File: src/rtl/pc_sequencer_if.sv
// Sequencer-side bundle: instruction-memory handshake, decoded control inputs,
// return-stack strobes and status. master = sequencer, slave = environment.
interface pc_sequencer_if #(
   parameter int unsigned AW    = 12,
   parameter int unsigned DEPTH = 8
);
   localparam int unsigned DW = $clog2(DEPTH) + 1;

   logic          imem_req;
   logic          imem_ready;
   logic          instr_valid;
   logic [AW-1:0] pc;
   logic          call;
   logic          ret;
   logic          jump;
   logic          branch_taken;
   logic          halt;
   logic [AW-1:0] target;
   logic [AW-1:0] ret_addr;
   logic          stack_push;
   logic          stack_pop;
   logic [AW-1:0] stack_addr;
   logic [DW-1:0] depth;
   logic          overflow;
   logic          underflow;
   logic          halted;

   modport master (
      output imem_req, instr_valid, pc, stack_push, stack_pop, stack_addr,
             depth, overflow, underflow, halted,
      input  imem_ready, call, ret, jump, branch_taken, halt, target, ret_addr
   );

   modport slave (
      input  imem_req, instr_valid, pc, stack_push, stack_pop, stack_addr,
             depth, overflow, underflow, halted,
      output imem_ready, call, ret, jump, branch_taken, halt, target, ret_addr
   );
endinterface

File: src/rtl/pc_sequencer.sv
// Program counter / next-address unit for a fixed-depth return-address stack.
// FETCH waits on imem_ready, EXEC resolves one control action per instruction,
// HALT is absorbing. Stack over/underflow is trapped with sticky flags.
module pc_sequencer #(
   parameter int unsigned   AW       = 12,
   parameter int unsigned   DEPTH    = 8,
   parameter logic [AW-1:0] RESET_PC = '0
) (
   input logic           clk,
   input logic           rst,
   pc_sequencer_if.master bus
);
   localparam int unsigned   DW       = $clog2(DEPTH) + 1;
   localparam logic [DW-1:0] DEPTH_MAX = DW'(DEPTH);

   typedef enum logic [1:0] {StFetch, StExec, StHalt} state_e;

   state_e        r_state;
   logic [AW-1:0] r_pc;
   logic [DW-1:0] r_depth;
   logic          r_overflow;
   logic          r_underflow;

   logic [AW-1:0] w_pc_inc;
   logic          w_exec;
   logic          w_stack_full;
   logic          w_stack_empty;
   logic          w_do_ret;
   logic          w_do_call;

   // Next-address and stack-condition decode; priority halt > ret > call.
   always_comb begin
      w_pc_inc      = r_pc + AW'(1);
      w_exec        = (r_state == StExec);
      w_stack_full  = (r_depth == DEPTH_MAX);
      w_stack_empty = (r_depth == '0);
      w_do_ret      = ~bus.halt & bus.ret;
      w_do_call     = ~bus.halt & ~bus.ret & bus.call;
   end

   // Sequencer state, PC, stack depth and sticky trap flags.
   always_ff @(posedge clk or posedge rst) begin
      if (rst) begin
         r_state     <= StFetch;
         r_pc        <= RESET_PC;
         r_depth     <= '0;
         r_overflow  <= 1'b0;
         r_underflow <= 1'b0;
      end else begin
         unique case (r_state)
            StFetch: begin
               if (bus.imem_ready) r_state <= StExec;
            end
            StExec: begin
               r_state <= StFetch;
               if (bus.halt) begin
                  r_state <= StHalt;
               end else if (w_do_ret) begin
                  if (!w_stack_empty) begin
                     r_pc    <= bus.ret_addr;
                     r_depth <= r_depth - DW'(1);
                  end else begin
                     r_underflow <= 1'b1;
                     r_pc        <= w_pc_inc;
                  end
               end else if (w_do_call) begin
                  if (!w_stack_full) begin
                     r_pc    <= bus.target;
                     r_depth <= r_depth + DW'(1);
                  end else begin
                     r_overflow <= 1'b1;
                     r_pc       <= w_pc_inc;
                  end
               end else if (bus.jump || bus.branch_taken) begin
                  r_pc <= bus.target;
               end else begin
                  r_pc <= w_pc_inc;
               end
            end
            StHalt: r_state <= StHalt;
            default: r_state <= StFetch;
         endcase
      end
   end

   // Outputs: status decoded from registered state; strobes are combinational
   // in EXEC so the stack updates on the same edge as the PC.
   always_comb begin
      bus.imem_req    = (r_state == StFetch) & ~rst;
      bus.instr_valid = w_exec;
      bus.halted      = (r_state == StHalt);
      bus.pc          = r_pc;
      bus.depth       = r_depth;
      bus.overflow    = r_overflow;
      bus.underflow   = r_underflow;
      bus.stack_addr  = w_pc_inc;
      bus.stack_push  = w_exec & w_do_call & ~w_stack_full;
      bus.stack_pop   = w_exec & w_do_ret & ~w_stack_empty;
   end
endmodule
File: src/flat_wrapper.sv
// flat-port wrapper written by rule: the top's interface ports become plain ports
module pc_sequencer_flat 
#(
   parameter int unsigned   AW       = 12,
   parameter int unsigned   DEPTH    = 8,
   parameter logic [AW-1:0] RESET_PC = '0
)
  (clk, rst, bus_imem_req, bus_instr_valid, bus_pc, bus_stack_push, bus_stack_pop, bus_stack_addr, bus_depth, bus_overflow, bus_underflow, bus_halted, bus_imem_ready, bus_call, bus_ret, bus_jump, bus_branch_taken, bus_halt, bus_target, bus_ret_addr);
  pc_sequencer_if #(.AW(AW), .DEPTH(DEPTH)) bus_i ();
  input logic clk;
  input logic rst;
  output wire logic [$bits(bus_i.imem_req)-1:0] bus_imem_req;
  output wire logic [$bits(bus_i.instr_valid)-1:0] bus_instr_valid;
  output wire logic [$bits(bus_i.pc)-1:0] bus_pc;
  output wire logic [$bits(bus_i.stack_push)-1:0] bus_stack_push;
  output wire logic [$bits(bus_i.stack_pop)-1:0] bus_stack_pop;
  output wire logic [$bits(bus_i.stack_addr)-1:0] bus_stack_addr;
  output wire logic [$bits(bus_i.depth)-1:0] bus_depth;
  output wire logic [$bits(bus_i.overflow)-1:0] bus_overflow;
  output wire logic [$bits(bus_i.underflow)-1:0] bus_underflow;
  output wire logic [$bits(bus_i.halted)-1:0] bus_halted;
  input wire logic [$bits(bus_i.imem_ready)-1:0] bus_imem_ready;
  input wire logic [$bits(bus_i.call)-1:0] bus_call;
  input wire logic [$bits(bus_i.ret)-1:0] bus_ret;
  input wire logic [$bits(bus_i.jump)-1:0] bus_jump;
  input wire logic [$bits(bus_i.branch_taken)-1:0] bus_branch_taken;
  input wire logic [$bits(bus_i.halt)-1:0] bus_halt;
  input wire logic [$bits(bus_i.target)-1:0] bus_target;
  input wire logic [$bits(bus_i.ret_addr)-1:0] bus_ret_addr;
  assign bus_imem_req = bus_i.imem_req;
  assign bus_instr_valid = bus_i.instr_valid;
  assign bus_pc = bus_i.pc;
  assign bus_stack_push = bus_i.stack_push;
  assign bus_stack_pop = bus_i.stack_pop;
  assign bus_stack_addr = bus_i.stack_addr;
  assign bus_depth = bus_i.depth;
  assign bus_overflow = bus_i.overflow;
  assign bus_underflow = bus_i.underflow;
  assign bus_halted = bus_i.halted;
  assign bus_i.imem_ready = bus_imem_ready;
  assign bus_i.call = bus_call;
  assign bus_i.ret = bus_ret;
  assign bus_i.jump = bus_jump;
  assign bus_i.branch_taken = bus_branch_taken;
  assign bus_i.halt = bus_halt;
  assign bus_i.target = bus_target;
  assign bus_i.ret_addr = bus_ret_addr;
  pc_sequencer #(.AW(AW), .DEPTH(DEPTH), .RESET_PC(RESET_PC)) u_core (.clk(clk), .rst(rst), .bus(bus_i));
endmodule
File: config.mk
export PLATFORM = sky130hd
export DESIGN_NAME = pc_sequencer_flat
export DESIGN_NICKNAME = d
export VERILOG_FILES = /design/src/rtl/pc_sequencer_if.sv /design/src/rtl/pc_sequencer.sv /design/src/flat_wrapper.sv
export SDC_FILE = /design/constraint.sdc
export NUM_CORES = 1
export LEC_CHECK = 0
export ABC_AREA = 1
export CAP_MARGIN = 20
export CORE_ASPECT_RATIO = 0.5
export CORE_MARGIN = 1.5
export CORE_UTILIZATION = 48
export DETAILED_ROUTE_END_ITERATION = 16
export PLACE_DENSITY = 0.86
export SETUP_SLACK_MARGIN = 0.3
export SLEW_MARGIN = 20
export SYNTH_ARGS = -nofsm -noshare
export SYNTH_HDL_FRONTEND = slang
export SYNTH_SLANG_ARGS = --single-unit
File: constraint.sdc
create_clock -name clk -period 4.9 [get_ports clk]
set_clock_uncertainty 0.15 [all_clocks]
set_input_delay 1.47 -clock clk [delete_from_list [all_inputs] [get_ports clk]]
set_output_delay 1.47 -clock clk [all_outputs]
set_load 0.01 [all_outputs]
# After elaboration in Yosys (flattened, before gate mapping)
# Index checks and enable logic that the tools add are counted.
[classes]
n_addsub = 3
n_eq_ne = 6
mux = 12
bitwise = 14
n_reduce_logical = 8
[op_table]
columns = ["cell", "n"]
rows = [
  ["2-to-1 mux 12 bit", 5],
  ["2-to-1 mux 4 bit", 4],
  ["adder 12 x 1 -> 12 bit (second input constant)", 1],
  ["AND reduction 5 bit", 2],
  ["bitwise AND 1 bit", 8],
  ["inequality test 2 bit (second input constant)", 3],
  ["NOT 1 bit", 6],
  ["case mux 2 bit (3 select lines)", 1],
  ["adder 4 x 1 -> 4 bit (second input constant)", 1],
  ["== test 4 bit (second input constant)", 1],
  ["zero test 4 bit", 1],
  ["2-to-1 mux 2 bit", 2],
  ["AND reduction 4 bit", 1],
  ["subtractor 4 x 1 -> 4 bit (second input constant)", 1],
  ["== test 2 x 1 -> 1 bit (second input constant)", 1],
  ["== test 2 bit (second input constant)", 1],
  ["zero test 2 bit", 1],
  ["AND reduction 2 bit", 1],
  ["nonzero test 2 bit", 1],
  ["logical OR 1 bit", 1],
]
[word_totals]
register_bits = 20
inputBits = 32
output_inout_bits = 35
word_cells = 48

# Logic depth before layout (Yosys ltp)
# Gate-level depths: netlist (run 1).
[depth]
word_depth = 5
ltp_mapped = 11
ltp_nobuf = 11

# Worst setup path before layout (run 1)
# OpenSTA, ideal clock, no wires.
[synth_timing]
path_kind = "input to output"
startpoint = "in bus_halt"
endpoint = "out bus_stack_pop"
arrival_time_ns = 2.183
required_ns = 3.280
slack_ns = 1.097
stages = 6
path_buffers = 1
cell_sequence = "inv_2 -> nand2_2 -> buf_2 -> inv_1 -> nand2_1 -> nor2_1"
[synth_between]
elab_chain_len = 4
[synth_rtl]
columns = ["element", "line_no", "rtl"]
rows = [
  ["start, declared", "flat_wrapper.sv:27", "input wire logic [$bits(bus_i.halt)-1:0] bus_halt;"],
  ["NOT 1 bit (no source line)", "-", ""],
  ["bitwise AND 1 bit", "pc_sequencer.sv:37", "w_do_ret = ~bus.halt & bus.ret;"],
  ["bitwise AND 1 bit (2 in a row)", "pc_sequencer.sv:98", "bus.stack_pop = w_exec & w_do_ret & ~w_stack_empty;"],
  ["end, declared", "flat_wrapper.sv:16", "output wire logic [$bits(bus_i.stack_pop)-1:0] bus_stack_pop;"],
]
# Every way passes these cells.

# Worst setup path after layout (run 1)
[layout_timing]
startpoint = "in bus_ret"
endpoint = "out bus_stack_pop"
[layout_between]
elab_chain_len = 3
[layout_rtl]
columns = ["element", "line_no", "rtl"]
rows = [
  ["start, declared", "flat_wrapper.sv:24", "input wire logic [$bits(bus_i.ret)-1:0] bus_ret;"],
  ["bitwise AND 1 bit", "pc_sequencer.sv:37", ""],
  ["bitwise AND 1 bit (2 in a row)", "pc_sequencer.sv:98", ""],
]
# Every way passes these cells.

==> results.py, run 1 <==
metrics = {
    "clock_network": {
        "cts_tree": "built",
        "cts.path.max_buffers": 2,
        "cts.sinks": 20,
        "clkTransAtPathRegs_ns": 0.08,
        "ctsResizeCount": 1,
        "hold_buffers": 0,
        "root_buffer": "clkbuf_8",
        "htree_levels": 1,
        "clk_latency_ns": 0.26,
        "postCtsSetupRepairBufs": 0,
        "cts_inserted_buffers": 3,
    },
    "critical_path": {
        "cpMostUsedCell": "clkdlybuf4s50_1",
        "crit_chain": "clkdlybuf4s50_1 -> nand2_2 -> inv_2 -> nand2_1 -> nor2_1 -> clkdlybuf4s50_1",
        "max_stage_delay_ns": 0.54,
        "reg2reg_depth": 8,
        "crit_path_end_kind": "output port",
        "r2r-end": "u_core.bus.pc[8]",
        "cp-startpoint": "bus_ret",
        "cp-start-kind": "primary input",
        "cp_num_buf_inv": 3,
        "path_depth": 6,
        "crit_arrival_ns": 2.92,
        "crit_type": "primary input to output port",
        "crit_path_top_delay_cell": "clkdlybuf4s50_1",
        "ff2ff_setup_slack_ns": 2.81,
        "endpoint": "bus_stack_pop",
        "reg2reg_from": "u_core.bus.depth[0]",
        "cp.required_ns": 3.28,
        "crit_path_max_fanout": 5,
        "crit_family": "buffers and inverters",
    },
    "min_path": {
        "hp-class": "flop to flop",
        "hold_path_depth": 1,
    },
    "global_routing": {
        "antenna_found_initial": 0,
        "use_met1_pct": 31.3,
        "grt_pass1_vias": 1702,
        "grt_pass1_wl_um": 7410,
        "grtUsageTotal_pct": 24.4,
        "grtUsageMet3_pct": 4.89,
        "met2_usage_pct": 44.1,
        "grt-busiest-layer": "met2",
        "grt_max_degree": 26,
        "grt-ovfl-total": 0,
    },
    "detailed_routing": {
        "vias": 1938,
        "via_per_inst": 5.07,
        "ant_nets": 0,
        "drc": 0,
        "drt_iter0_drc": 104,
        "finalWirelength_um": 4730,
        "drt_first_pass_iters": 5,
        "routedWlPerCell_um": 12.4,
    },
    "yosys": {
        "ys_ff_latch": 20,
        "synthCells": 266,
        "syn_area_um2": 1750,
        "syn-num-nets": 302,
        "yosysUniqueCellTypes": 31,
        "yosys_warnings": 0,
        "synth.avg_cell_area_um2": 6.58,
        "seq_area_frac_synth_pct": 28.6,
    },
    "placed_design": {
        "dp.final_hpwl_um": 3580,
        "gp_congestion": 0.828,
        "dpl_cell_area_um2": 2430,
        "portBuffers": 66,
    },
    "final_layout": {
        "final_cell_mix": "nand2_1 (91), clkdlybuf4s50_1 (65), nand3_1 (33)",
        "final_util_pct": 72.0,
        "nets": 368,
        "drive_above_1_share_pct": 10.3,
        "fill_cells": 312,
        "fin_area_um2": 2490,
        "layout_commonest_cell": "nand2_1",
        "register_area_um2": 500,
        "multi_input_area_um2": 1080,
        "area_delta_synth_final_pct": 42.1,
        "n_antenna_cell": 0,
    },
    "timing": {
        "slew_viol_final": 0,
        "hold-worst-slack_ns": 0.327,
        "post-route-period-util_pct": 92.7,
        "rsz0062_at_grt": "true",
        "worst_slew_pin_slew_ns": 0.773,
        "maxSlewHeadroom_pct": 48.4,
        "fin_crit_ns": 4.54,
        "final.setup.tns_ns": 0,
        "setup_viol": 0,
        "hold_viol": 0,
        "fmax_mhz": 220,
    },
    "status": {
        "outcome": "finished clean",
    },
    "floorplan": {
        "initial_core_util_pct": 50.7,
        "rows": 15,
        "die_width_um": 88.4,
        "ioPinCount": 67,
        "die_h_um": 45.7,
        "core_um2": 3450,
        "die_area_um2": 4040,
    },
    "power": {
        "ir_worst_vdd_uv": 279,
        "leakage_nw": 1.21,
        "p_total_w": 0.00126,
        "p_per_area_nw_per_um2": 507,
    },
    "job": {
        "cap_violations": 0,
    },
}
flip-flops by register name (all words and copies together) (netlist names):
register	count
u_core.bus.underflow	1
u_core.r_state	2
u_core.bus.pc	12
u_core.bus.depth	4
u_core.bus.overflow	1
synthesized netlist by cell type:
library cell	count	area share [%]
buf_4	2	0.86
and2_1	1	0.36
nand3_2	2	1.1
inv_2	5	1.1
buf_2	2	0.57
a21oi_1	13	3.7
nor2_1	26	5.6
buf_8	1	0.86
fa_1	1	1.1
xor2_2	2	1.9
o21ai_0	5	1.4
nand2_1	91	20
nand3b_1	2	0.86
nor2_8	1	1.1
and2_4	1	0.50
a21oi_2	1	0.50
xor2_1	4	2.0
nand2_4	2	1.3
nand4_1	2	0.71
buf_6	2	1.3
or2_2	2	0.71
nand2_2	6	2.1
xnor2_1	2	1.0
ha_1	3	2.1
nor2_2	1	0.36
nor2_4	3	1.9
inv_1	24	5.1
nand3_1	33	9.4
dfrtp_1	20	29
o21bai_1	3	1.3
o21ai_1	3	0.86
through the flow:
step                setup WS, ns  cells
floorplan                   1.10    266
detailed placement         0.264    378
CTS                        0.289    382
global route               0.277    382
global placement           0.359    378
finish                     0.360    382
final cells by class:
cell class / instances / share of cell area (%)
Timing Repair Buffer: 68 / 27.3
Tap cell: 51 / 2.57
Multi-Input combinational cell: 210 / 43.5
Sequential cell: 20 / 20.1
Inverter: 29 / 4.38
Clock buffer: 4 / 2.21
per-layer routing:
metal  routed length [um]  up-vias
li1                     -      972
met1                 2100      898
met2                 2310       64
met3                  293        4
met4                   23        0
met5                    0        -
cells by family after synthesis:
kind of cell / Yosys count / share of synthesized area (%)
AOI/OAI and AO/OA: 25 / 7.79
xor gates and xnor gates: 8 / 4.86
adders and majority gates: 4 / 3.29
buffers and inverters: 36 / 9.79
DFF: 20 / 28.6
and+or+nand+nor: 173 / 45.7
where the power goes:
group	switching [W]	internal (W)	leakage, nW	total (W)
Clock	0.0000583	0.0000717	0.0288	0.000130
Sequential	0.000108	0.000241	0.248	0.000349
Combinational	0.000387	0.000394	0.937	0.000781
Total	0.000554	0.000706	1.21	0.00126
worst min-delay path by stage:
stage | slack, ns | from | to
finish | 0.33 | u_core.bus.underflow | u_core.bus.underflow
global route | 0.34 | u_core.bus.underflow | u_core.bus.underflow
CTS | 0.33 | u_core.bus.underflow | u_core.bus.underflow
detailed placement | 0.31 | u_core.bus.underflow | u_core.bus.underflow
global placement | 0.31 | u_core.bus.underflow | u_core.bus.underflow
floorplan | 0.34 | u_core.r_state[1] | u_core.r_state[0]
No activity file was read; power rests on OpenSTA's default activity.
==> run 2: changes to the inputs <==
Settings changed: CORE_UTILIZATION 48 to 46, CTS_BUF_LIST set to sky130_fd_sc_hd__clkbuf_8, PLACE_DENSITY 0.86 to 0.83.
Clock period 4.9 ns to 5.1 ns, I/O delays scaled along.
==> run 2 against run 1 <==
Against the previous run:
- combinational power down 4.2%
- register-to-register slack better by 0.08 ns
- critical path depth up 1
- critical path type unchanged
- critical endpoint is now bus_stack_push
- highest routed layer unchanged
==> results.py, run 2 (synthesis gave the netlist of run 1 again) <==
metrics = {
    "critical_path": {
        "crit_path_end_kind": "output port",
        "crit_family": "buffers and inverters",
        "cp-start-kind": "primary input",
        "cpMostUsedCell": "clkdlybuf4s50_1",
        "crit_arrival_ns": 3.00,
        "crit_type": "primary input to output port",
        "crit_path_top_delay_cell": "clkdlybuf4s50_1",
        "max_stage_delay_ns": 0.54,
        "cp.required_ns": 3.42,
        "crit_chain": "clkdlybuf4s50_1 -> inv_2 -> nand2_1 -> nor2_2 -> o21ai_1 -> nor2_1 -> clkdlybuf4s50_1",
        "cp_num_buf_inv": 3,
        "crit_path_max_fanout": 4,
    },
    "status": {
        "outcome": "finished clean",
    },
    "clock_network": {
        "hold_buffers": 0,
        "cts_tree": "built",
        "root_buffer": "clkbuf_8",
        "cts.sinks": 20,
        "htree_levels": 1,
        "cts.path.max_buffers": 2,
        "clkTransAtPathRegs_ns": 0.08,
        "clk_latency_ns": 0.27,
        "cts_inserted_buffers": 3,
    },
    "detailed_routing": {
        "ant_nets": 0,
        "via_per_inst": 5.01,
        "finalWirelength_um": 4880,
        "routedWlPerCell_um": 12.8,
        "drt_iter0_drc": 136,
        "vias": 1909,
        "drc": 0,
        "drt_first_pass_iters": 4,
    },
    "final_layout": {
        "largest_reg_flops": 12,
        "register_area_um2": 500,
        "layout_commonest_cell": "nand2_1",
        "fill_cells": 316,
        "final_cell_mix": "nand2_1 (91), clkdlybuf4s50_1 (66), nand3_1 (33)",
        "multi_input_area_um2": 1080,
        "area_delta_synth_final_pct": 41.5,
        "drive_above_1_share_pct": 10.0,
        "n_antenna_cell": 0,
        "nets": 367,
    },
    "global_routing": {
        "grt_max_degree": 26,
        "grtUsageTotal_pct": 23.9,
        "grt_pass1_wl_um": 7790,
        "grt_pass1_vias": 1682,
        "antenna_found_initial": 0,
        "grt-ovfl-total": 0,
    },
    "power": {
        "leakage_nw": 1.19,
        "p_per_area_nw_per_um2": 490,
        "ir_worst_vdd_uv": 249,
    },
    "timing": {
        "hold_viol": 0,
        "post-route-period-util_pct": 91.8,
        "maxSlewHeadroom_pct": 42.7,
        "setup_viol": 0,
        "slew_viol_final": 0,
        "fmax_mhz": 214,
        "final.setup.tns_ns": 0,
        "fin_crit_ns": 4.68,
        "rsz0062_at_grt": "true",
        "worst_slew_pin_slew_ns": 0.856,
        "fin_ws_ns": 0.419,
    },
    "floorplan": {
        "ioPinCount": 67,
        "initial_core_util_pct": 49.6,
        "die_h_um": 46.6,
        "core_um2": 3530,
        "rows": 15,
        "die_area_um2": 4210,
        "die_width_um": 90.2,
    },
    "placed_design": {
        "dp_slack_ns": 0.388,
        "portBuffers": 66,
        "gp_congestion": 0.795,
        "dp.final_hpwl_um": 3620,
    },
    "job": {
        "cap_violations": 0,
    },
    "min_path": {
        "hp-class": "flop to flop",
    },
}
## run 2: cell types whose count changed in the layout (fill, tap and decap cells not counted), sizes merged
cell,previous run,this run
buf,2,1
clkdlybuf4s50,65,66
dlymetal6s2s,1,0
## run 2: final cells by class
class / instances / share of cell area, %
Sequential cell: 20 / 20.2
Multi-Input combinational cell: 210 / 43.6
Timing Repair Buffer: 67 / 27.0
Inverter: 29 / 4.39
Tap cell: 51 / 2.58
Clock buffer: 4 / 2.22
## run 2: through the flow
stage | hold WS, ns | std cells | total power (W) | utilization (%) | instance area [um^2]
floorplan | 0.341 | 266 | 0.000731 | - | 1750
global placement | 0.309 | 377 | 0.00106 | 68.6 | 2420
detailed placement | 0.317 | 377 | 0.00108 | 68.6 | 2420
CTS | 0.335 | 381 | 0.00121 | 70.1 | 2470
global route | 0.374 | 381 | 0.00130 | 70.2 | 2480
finish | 0.330 | 381 | 0.00121 | 70.2 | 2480
## run 2: worst paths after layout
kind	start	to	slack (ns)	cells past startpoint
max	bus_halt	bus_stack_push	0.42	7
min in group asynchronous	rst	u_core.r_state[0]	1.59	2
max in group asynchronous	rst	u_core.bus.pc[11]	2.71	2
max reg2reg	u_core.r_state[1]	u_core.bus.depth[1]	2.89	7
min reg2reg	u_core.bus.underflow	u_core.bus.underflow	0.33	1
min	u_core.bus.underflow	u_core.bus.underflow	0.33	1
## run 2: what timing repair did
item	in CTS	in global routing
gates resized for setup	0	2
endpoints found under the setup margin	0	2
setup buffers	0	0
## run 2: worst reg2reg max path: stages (launching register included)
cell	delay, ns
dfrtp_1	0.38
inv_1	0.07
nand2_1	0.12
nor2_1	0.68
o21ai_0	0.24
a21oi_2	0.31
nor2_1	0.08
a21oi_1	0.11
## run 2: metal layers
metal,vias up,GRT usage (%),wire [um]
li1,964,-,-
met1,886,30.8,2200
met2,53,43.8,2390
met3,6,3.30,236
met4,0,6.35,53
met5,-,0,0
## run 2: report_power, final
group	internal [W]	switching (W)	leakage, nW
sequential	0.000231	0.000106	0.248
clock	0.0000690	0.0000593	0.0288
combinational	0.000377	0.000371	0.913
==> run 3: changes to the inputs <==
Settings changed: SLEW_MARGIN 20 to not set.
==> results of run 3 <==
No change in the layout: final DEF, timing and power equal those of run 2.
